===== config.mk =====
export PLATFORM = sky130hd
export DESIGN_NAME = serial_cmp_ctrl
export DESIGN_NICKNAME = d
export VERILOG_FILES = /design/src/rtl/serial_cmp_ctrl.sv
export SDC_FILE = /design/constraint.sdc
export NUM_CORES = 1
export LEC_CHECK = 0
export CAP_MARGIN = 15
export CELL_PAD_IN_SITES_DETAIL_PLACEMENT = 0
export CELL_PAD_IN_SITES_GLOBAL_PLACEMENT = 1
export CORE_MARGIN = 2
export CORE_UTILIZATION = 30
export DETAILED_ROUTE_END_ITERATION = 12
export GPL_ROUTABILITY_DRIVEN = 0
export PLACE_DENSITY_LB_ADDON = 0.1
export SLEW_MARGIN = 20
export SYNTH_ARGS = -nofsm -noshare
export SYNTH_HDL_FRONTEND = slang
export SYNTH_SLANG_ARGS = --single-unit
export TNS_END_PERCENT = 20

===== constraint.sdc =====
create_clock -name clk -period 4.8 [get_ports clk]
set_input_delay 0.72 -clock clk [delete_from_list [all_inputs] [get_ports clk]]
set_output_delay 0.72 -clock clk [all_outputs]
set_load 0.01 [all_outputs]

===== src/rtl/serial_cmp_ctrl.sv =====
// serial_cmp_ctrl
//
// Bit-serial sequencer for the right-to-left magnitude comparison network.
// Two WIDTH-bit operands are captured on a start handshake. One comparison
// cell is evaluated per clock, from bit 0 (LSB) up to bit WIDTH-1 (MSB), and
// a single registered carry p is threaded through the cells. The final carry
// is the result z, and a running equality flag gives eq. Both are presented
// together with a one-cycle done pulse.
//
// Carry semantics: p starts at incl.
//  - A cell where a<b forces p=1.
//  - A cell where a>b forces p=0.
//  - A cell with equal bits passes p through unchanged.
// The most significant differing bit therefore decides the result:
//  - incl=1 computes A<=B.
//  - incl=0 computes A<B.
//
// Ports:
//   clk      in   system clock, rising edge
//   rst_n    in   asynchronous active-low reset
//   start    in   request a comparison; only honoured in IDLE
//   incl     in   initial carry (1: A<=B, 0: A<B), sampled with start
//   a_in     in   [WIDTH-1:0] operand A, sampled with start
//   b_in     in   [WIDTH-1:0] operand B, sampled with start
//   abort    in   synchronous cancel of an operation in SHIFT
//   busy     out  high while bits are being processed
//   done     out  one-cycle pulse when z/eq become valid
//   z        out  comparison result, held until the next completed compare
//   eq       out  1 iff A==B, held until the next completed compare
//   bit_idx  out  [CNT_W-1:0] bit processed at the next edge, 0 outside SHIFT

module serial_cmp_ctrl #(
    parameter int WIDTH = 8,
    parameter int CNT_W = $clog2(WIDTH + 1)
) (
    input  logic             clk,
    input  logic             rst_n,
    input  logic             start,
    input  logic             incl,
    input  logic [WIDTH-1:0] a_in,
    input  logic [WIDTH-1:0] b_in,
    input  logic             abort,
    output logic             busy,
    output logic             done,
    output logic             z,
    output logic             eq,
    output logic [CNT_W-1:0] bit_idx
);

    typedef enum logic [1:0] {
        IDLE  = 2'd0,
        SHIFT = 2'd1,
        DONE  = 2'd2
    } state_t;

    localparam logic [CNT_W-1:0] LAST_IDX = CNT_W'(WIDTH - 1);

    state_t           state;
    state_t           state_next;
    logic [WIDTH-1:0] a_reg;
    logic [WIDTH-1:0] b_reg;
    logic [CNT_W-1:0] cnt;
    logic             p;
    logic             eqr;

    logic             a_bit;
    logic             b_bit;
    logic             p_next;
    logic             eqr_next;
    logic             last_bit;

    // Select the operand bits for the current cell.
    // An explicit compare-per-bit mux is used so that the counter (one bit
    // wider than a bit index needs to be) never indexes the operand words
    // directly.
    always_comb begin
        a_bit = 1'b0;
        b_bit = 1'b0;
        for (int i = 0; i < WIDTH; i++) begin
            if (cnt == CNT_W'(i)) begin
                a_bit = a_reg[i];
                b_bit = b_reg[i];
            end
        end
    end

    // One comparison cell plus the running equality term.
    // last_bit flags the MSB cell. cnt is never incremented past LAST_IDX,
    // so the terminal compare is safe even for WIDTH=1.
    always_comb begin
        p_next   = (~a_bit & b_bit) | (p & (~a_bit | b_bit));
        eqr_next = eqr & ~(a_bit ^ b_bit);
        last_bit = (cnt == LAST_IDX);
    end

    // State register.
    always_ff @(posedge clk or negedge rst_n) begin
        if (!rst_n) begin
            state <= IDLE;
        end else begin
            state <= state_next;
        end
    end

    // Next-state logic.
    // Abort outranks the final bit, so an aborted operation never reaches
    // DONE. DONE always falls back to IDLE, which drops any start that
    // arrives while a result is being presented.
    always_comb begin
        state_next = state;
        unique case (state)
            IDLE: begin
                if (start) begin
                    state_next = SHIFT;
                end
            end
            SHIFT: begin
                if (abort) begin
                    state_next = IDLE;
                end else if (last_bit) begin
                    state_next = DONE;
                end
            end
            DONE: begin
                state_next = IDLE;
            end
            default: begin
                state_next = IDLE;
            end
        endcase
    end

    // Operand capture, carry/equality iteration and result registers.
    // Operands are only written in IDLE on start, so they stay stable for the
    // whole walk. z/eq are only written on the MSB cell: they hold the last
    // completed result across aborts and idle periods.
    always_ff @(posedge clk or negedge rst_n) begin
        if (!rst_n) begin
            a_reg <= '0;
            b_reg <= '0;
            cnt   <= '0;
            p     <= 1'b0;
            eqr   <= 1'b0;
            z     <= 1'b0;
            eq    <= 1'b0;
        end else begin
            unique case (state)
                IDLE: begin
                    if (start) begin
                        a_reg <= a_in;
                        b_reg <= b_in;
                        p     <= incl;
                        eqr   <= 1'b1;
                        cnt   <= '0;
                    end
                end
                SHIFT: begin
                    if (abort) begin
                        cnt <= '0;
                    end else begin
                        p   <= p_next;
                        eqr <= eqr_next;
                        if (last_bit) begin
                            cnt <= '0;
                            z   <= p_next;
                            eq  <= eqr_next;
                        end else begin
                            cnt <= cnt + CNT_W'(1);
                        end
                    end
                end
                default: begin
                end
            endcase
        end
    end

    // Status outputs are decoded straight from the registered state.
    always_comb begin
        busy    = (state == SHIFT);
        done    = (state == DONE);
        bit_idx = (state == SHIFT) ? cnt : '0;
    end

endmodule


==> out/results.ini, run 1 <==
[worst_setup_path]
cp_data_required_time_ns=4.08
reg2reg_slack_ns=2.50
cp-start-kind=flop
cpMaxStageDelayCell=clkdlybuf4s50_1
worstSetupPathType=flop to primary output
reg2reg_depth=11
arrival_ns=1.79
crit_path_end_kind=primary output
r2r-end=p
path_cells=nand2b_4 > inv_1 > and2_1 > clkdlybuf4s50_1
cp_max_fo=7
reg2reg_from=cnt[0]
slowest_delay_ns=0.53

[sta]
maxSlewViolCount=0
finalCritPeriodShare_pct=52.2
rsz0062_at_grt=no
hold_violations=0
max-slew-margin-rel_pct=58.5
max_freq_mhz=399
finalCriticalPeriod_ns=2.51
worst_pin_slew_ns=0.621
clock-skew-final_ns=0.00216
setup-tns-final_ns=0
setup_violations=0

[finish]
multi_input_area_um2=732
fillCellCount=486
syn2layout_area_growth_pct=25.9
regArea_um2=651
utilization_pct=38.7
diodes=0
nNetsFinal=190
drive_above_1_share_pct=9.94

[routing]
drc=0
vias_per_cell=4.91
final_antenna_net_count=0
drtIter0Drc=35
wl_per_cell_um=14.1
wl_mm=3.03
drt-pass1-iter-count=4
via_count=1056

[global_route]
antenna_found_initial=0
grt_pass1_vias=1046
track_usage_pct=11.8
grt_max_degree=27
grt_pass1_wl_mm=4.95
grt-ovfl-total=0

[logic_synthesis]
syn_area_um2=1440
synthCells=133
yosys.cell_types.count=34
synth_top_cell_area_share_pct=45.1
synth-xor-area-share_pct=0
syn_nets=160
yosysTopAreaCell=dfrtp_1
yosys.area_share.simple_pct=17.1
synth_area_leaders=dfrtp_1, mux2_1, ha_1
synth_compound_area_share_pct=13.5
ys_ff_latch=26
synth_fa_ha_area_share_pct=5.20
synth_top_family_by_area=simple AND/OR/NAND/NOR gates
syn_avg_cell_area_um2=10.8
synth_warnings=0
ys_seq_area_share_pct=45.1
synth.area.mux_share_pct=14.9

[hold_path]
hold_end=b_reg[1]
min_path_cells=1
hold_path.startpoint=b_reg[1]
hp-class=flop to flop

[clocking]
cts_resized=0
clock-sinks=26
cts_tree=yes
htree_num_levels=1
clock_latency_ns=0.27
numCtsBuffers=3
clk_pin_slew_worst_paths_ns=0.09
post_cts_buffers=0
root_buffer=clkbuf_8
hold_buffers=0
cts_max_path_buffers=2

[die]
die_x_um=73.3
die_h_um=73.3
die_area_um2=5380
core_area_um2=4690
num_rows=25
start_util_pct=30.7
io_pins=29

[power_and_ir_drop]
peakVddDrop_uv=115
powerDensity_nw_per_um2=339
leakage_uw=0.000751

[outcome]
status=finished, final reports clean

[place]
dp_hpwl_mm=2.19
portBuffers=28

[job]
cap_violations=0

-- per-stage QoR --
step                      setup WS (ns)  std cells  instance area [um^2]  hold slack, ns  total power, uW
after global routing               2.23        215                  1820           0.510              660
after CTS                          2.27        214                  1800           0.502              622
after floorplan                    2.78        133                  1440           0.424              429
final                              2.29        215                  1820           0.497              616
after detailed placement           2.11        211                  1760           0.478              496
after global placement             2.18        211                  1760           0.475              492
-- cell type report --
| class | count | share of cell area (%) |
|---|---|---|
| clock buffers | 3 | 2.27 |
| inverters | 6 | 1.24 |
| multi-input cells | 96 | 40.3 |
| flip-flops and latches | 26 | 35.8 |
| well taps | 54 | 3.72 |
| repair buffers | 30 | 16.7 |
-- worst max-delay path, delay by kind of cell (launching register included) --
kind | cells | cell delay [ns]
flops | 1 | 0.45
simple gates | 2 | 0.37
buf+inv | 2 | 0.70
-- cells in the final DEF, fill, tap and decap left out, drive strengths merged, types with 5 or more instances in the layout --
cell type,n
nand2,9
ha,6
a21oi,9
mux2,17
nor2b,5
inv,6
o21ai,7
dfrtp,26
clkdlybuf4s50,28
nand2b,6
nor2,6
-- Yosys cell counts --
| cell type | instances |
|---|---|
| dfrtp_1 | 26 |
| mux2_1 | 13 |
| a21oi_1 | 9 |
| nand2_1 | 9 |
| o21ai_0 | 7 |
| ha_1 | 6 |
| inv_1 | 6 |
| nand2b_1 | 5 |
| nor2_1 | 5 |
| nor2b_1 | 5 |
| nand3b_1 | 4 |
| nor3_1 | 4 |
| a21o_1 | 3 |
| buf_2 | 3 |
| mux2_2 | 3 |
| a211oi_2 | 2 |
| a31oi_1 | 2 |
| and2_1 | 2 |
| buf_6 | 2 |
| mux2i_1 | 2 |
| o31ai_1 | 2 |
| a211o_1 | 1 |
| a22o_1 | 1 |
| and3_4 | 1 |
| mux2_4 | 1 |
| nand2b_4 | 1 |
| nand3_1 | 1 |
| nor2_2 | 1 |
| nor3b_1 | 1 |
| nor3b_4 | 1 |
| o21bai_1 | 1 |
| o22a_1 | 1 |
| o22ai_1 | 1 |
| or2_2 | 1 |
-- routing by layer --
layer / GRT usage (%) / vias up / wire length [um]
met1: 16.1 / 508 / 1480
met2: 18.8 / 21 / 1360
li1: - / 523 / -
met3: 2.33 / 4 / 153
met4: 4.24 / 0 / 33
met5: 0 / - / 0
-- cell families (layout without fill, tap and decap cells) --
logic type / count (synthesis) / after routing
AND/OR/NAND/NOR: 41 / 41
AO/OA/AOI/OAI: 30 / 30
flip-flops: 26 / 26
multiplexers: 19 / 19
buffers and inverters: 11 / 39
adder cells (fa/ha/maj): 6 / 6
-- power breakdown --
part           internal [uW]  switching [uW]
logic                    105            97.6
clock network           56.3            68.9
registers                262            26.7
-- worst max-delay path by stage --
stage / to / from / cells past startpoint
global placement: p / start / 5
detailed placement: p / start / 5
finish: bit_idx[3] / state[1] / 4
CTS: bit_idx[2] / state[1] / 4
global route: bit_idx[3] / state[1] / 4
floorplan: p / cnt[0] / 9
Power figures use the tool's default switching activity.
==> inputs of run 2 (changes only) <==
==> constraint.sdc (replaced) <==
create_clock -name clk -period 2.4 [get_ports clk]
set_input_delay 0.36 -clock clk [delete_from_list [all_inputs] [get_ports clk]]
set_output_delay 0.36 -clock clk [all_outputs]
set_load 0.01 [all_outputs]
==> run 2 against run 1 <==
Compared with the run above: utilization grew 0.27 points; cell count grew 0.93%; clock power grew 98%; combinational power grew 98%; first-iteration DRC count grew 80%; setup slack lost 2.1 ns; critical endpoint is now p; largest cell class unchanged.
==> out/results.ini, run 2 (same netlist as run 1, synthesis figures left out) <==
[sta]
finalCriticalPeriod_ns=2.17
hold_violations=0  ; unchanged
worst_pin_slew_ns=0.367  ; -0.255 ns
maxSlewViolCount=0  ; unchanged
finalWorstSetupSlack_ns=0.227  ; -2.07 ns
finalCritPeriodShare_pct=90.5
clock-skew-final_ns=0.00346  ; +0.00130 ns
setup_violations=0  ; unchanged
rsz0062_at_grt=no
max_freq_mhz=460
setup-tns-final_ns=0  ; unchanged
max-slew-margin-rel_pct=75.5  ; +17 points

[global_route]
grt.busiest_layer=met2
grt_use_met2_pct=21.3  ; +2.5 points
antenna_found_initial=0  ; unchanged
grt_use_met3_pct=2.47  ; +0.14 points
grt_util_met1_pct=17.7  ; +1.7 points
grt-ovfl-total=0  ; unchanged
track_usage_pct=13.1  ; +1.2 points
grt_pass1_vias=1115  ; +6.6%
grt_max_degree=27  ; unchanged
grt_pass1_wl_mm=5.44  ; +10%

[clocking]
cts_tree=yes
clk_pin_slew_worst_paths_ns=0.09  ; about the same
clock_latency_ns=0.27  ; about the same
cts_max_path_buffers=2  ; unchanged
numCtsBuffers=3  ; unchanged
hold_buffers=0  ; unchanged
root_buffer=clkbuf_8
cts_resized=0  ; unchanged
post_cts_buffers=0  ; unchanged
htree_num_levels=1  ; unchanged
clock-sinks=26  ; unchanged

[power_and_ir_drop]
powerDensity_nw_per_um2=672  ; +98%
leakage_uw=0.000757  ; +0.73%
p_int_uw=846  ; +100%
finalPower_uw=1230  ; +100%
peakVddDrop_uv=239  ; +110%
combPwrFrac_pct=32.6  ; -0.3 points
switching_power_uw=384  ; +99%
power_frac_seq_pct=47.3  ; +0.5 points
clock_power_share_pct=20.1  ; -0.2 points
sw_frac_of_total_pct=31.2  ; -0.14 points

[routing]
drtIter0Drc=63  ; +80%
vias_per_cell=4.88  ; -0.73%
drc=0  ; unchanged
via_count=1058  ; +0.19%
wl_mm=3.11  ; +2.7%
final_antenna_net_count=0  ; unchanged
drt-pass1-iter-count=4  ; unchanged
wl_per_cell_um=14.3  ; +1.8%

[place]
place_ws_ns=0.193  ; -1.91 ns
dp_hpwl_mm=2.36  ; +8.2%
dp.cells=214  ; +1.4%
portBuffers=28  ; unchanged
place_area_um2=1780  ; +1.3%

[die]
die_h_um=73.3  ; unchanged
io_pins=29  ; unchanged
die_area_um2=5380  ; unchanged
start_util_pct=30.7  ; unchanged
num_rows=25  ; unchanged
core_area_um2=4690  ; unchanged
die_x_um=73.3  ; unchanged

[finish]
stdcell_area_um2=1830  ; +0.69%
drive_above_1_share_pct=12.3  ; +2.3 points
nNetsFinal=192  ; +1.1%
final_common_cell=clkdlybuf4s50_1
final_cell_mix=clkdlybuf4s50_1, dfrtp_1, mux2_1, nand2_1, a21oi_1
fin_cells=217  ; +0.93%
syn2layout_area_growth_pct=26.8
diodes=0  ; unchanged

[worst_setup_path]
arrival_ns=2.33  ; +0.54 ns
cp_max_fo=9  ; +2
crit_path_end_kind=flop
cp-start-kind=flop
cp_data_required_time_ns=2.55  ; -1.53 ns
worstSetupPathType=flop to flop

[outcome]
status=finished, final reports clean

[job]
cap_violations=0  ; unchanged

[hold_path]
hp-class=input pin to asynchronous set/reset pin

-- run 2: changes by cell type in the layout (fill, tap and decap cells not counted) --
cell	change
buf_8	-1
ha_2	+2
ha_1	-2
buf_4	+3
-- run 2: critical path, stage by stage (launching register included) --
cell and delay [ns]:
dfrtp_1 0.42, inv_1 0.15, ha_2 0.29, nor2b_1 0.15, nor3_1 0.05, a21oi_1 0.21
o22a_1 0.17, ha_1 0.14, inv_1 0.04, a21o_1 0.18, nor3_1 0.22, a211oi_2 0.05
-- run 2: path summary, 6_finish.rpt --
kind / cells after the start / endpoint / slack, ns / from
worst max register to register: 11 / p / 0.23 / cnt[0]
max in group asynchronous: 2 / a_reg[4] / 1.68 / rst_n
min in group clk: 1 / b_reg[3] / 0.50 / b_reg[3]
worst min register to register: 1 / b_reg[3] / 0.50 / b_reg[3]
worst max-delay path: 11 / p / 0.23 / cnt[0]
worst min-delay path: 2 / b_reg[2] / 0.46 / rst_n
-- run 2: final cells by class --
cell class                 count  area [um^2]
fill                         477         2860
multi-input combinational     96          737
sequential                    26          651
timing repair buffer          32          310
tap                           54         67.6
clock buffer                   3         41.3
inverter                       6         22.5
-- run 2: power by group through the flow --
| stage | clock network (uW) | registers [uW] | logic, uW |
|---|---|---|---|
| finish | 247 | 582 | 401 |
| global route | 276 | 597 | 453 |
| CTS | 258 | 584 | 408 |
| detailed placement | 0 | 592 | 406 |
| global placement | 0 | 588 | 399 |
| floorplan | 0 | 568 | 291 |
-- run 2: per-layer routing --
layer / share of wire, % / vias up
met2: 49 / 17
li1: - / 524
met1: 47 / 515
met4: 0.55 / 0
met5: 0 / -
met3: 4.2 / 2
-- run 2: metrics by stage --
stage	util, %	hold slack, ns
after global routing	39.0	0.490
after global placement	38.0	0.478
after floorplan	-	0.0644
final	39.0	0.461
after CTS	38.9	0.471
after detailed placement	38.0	0.483
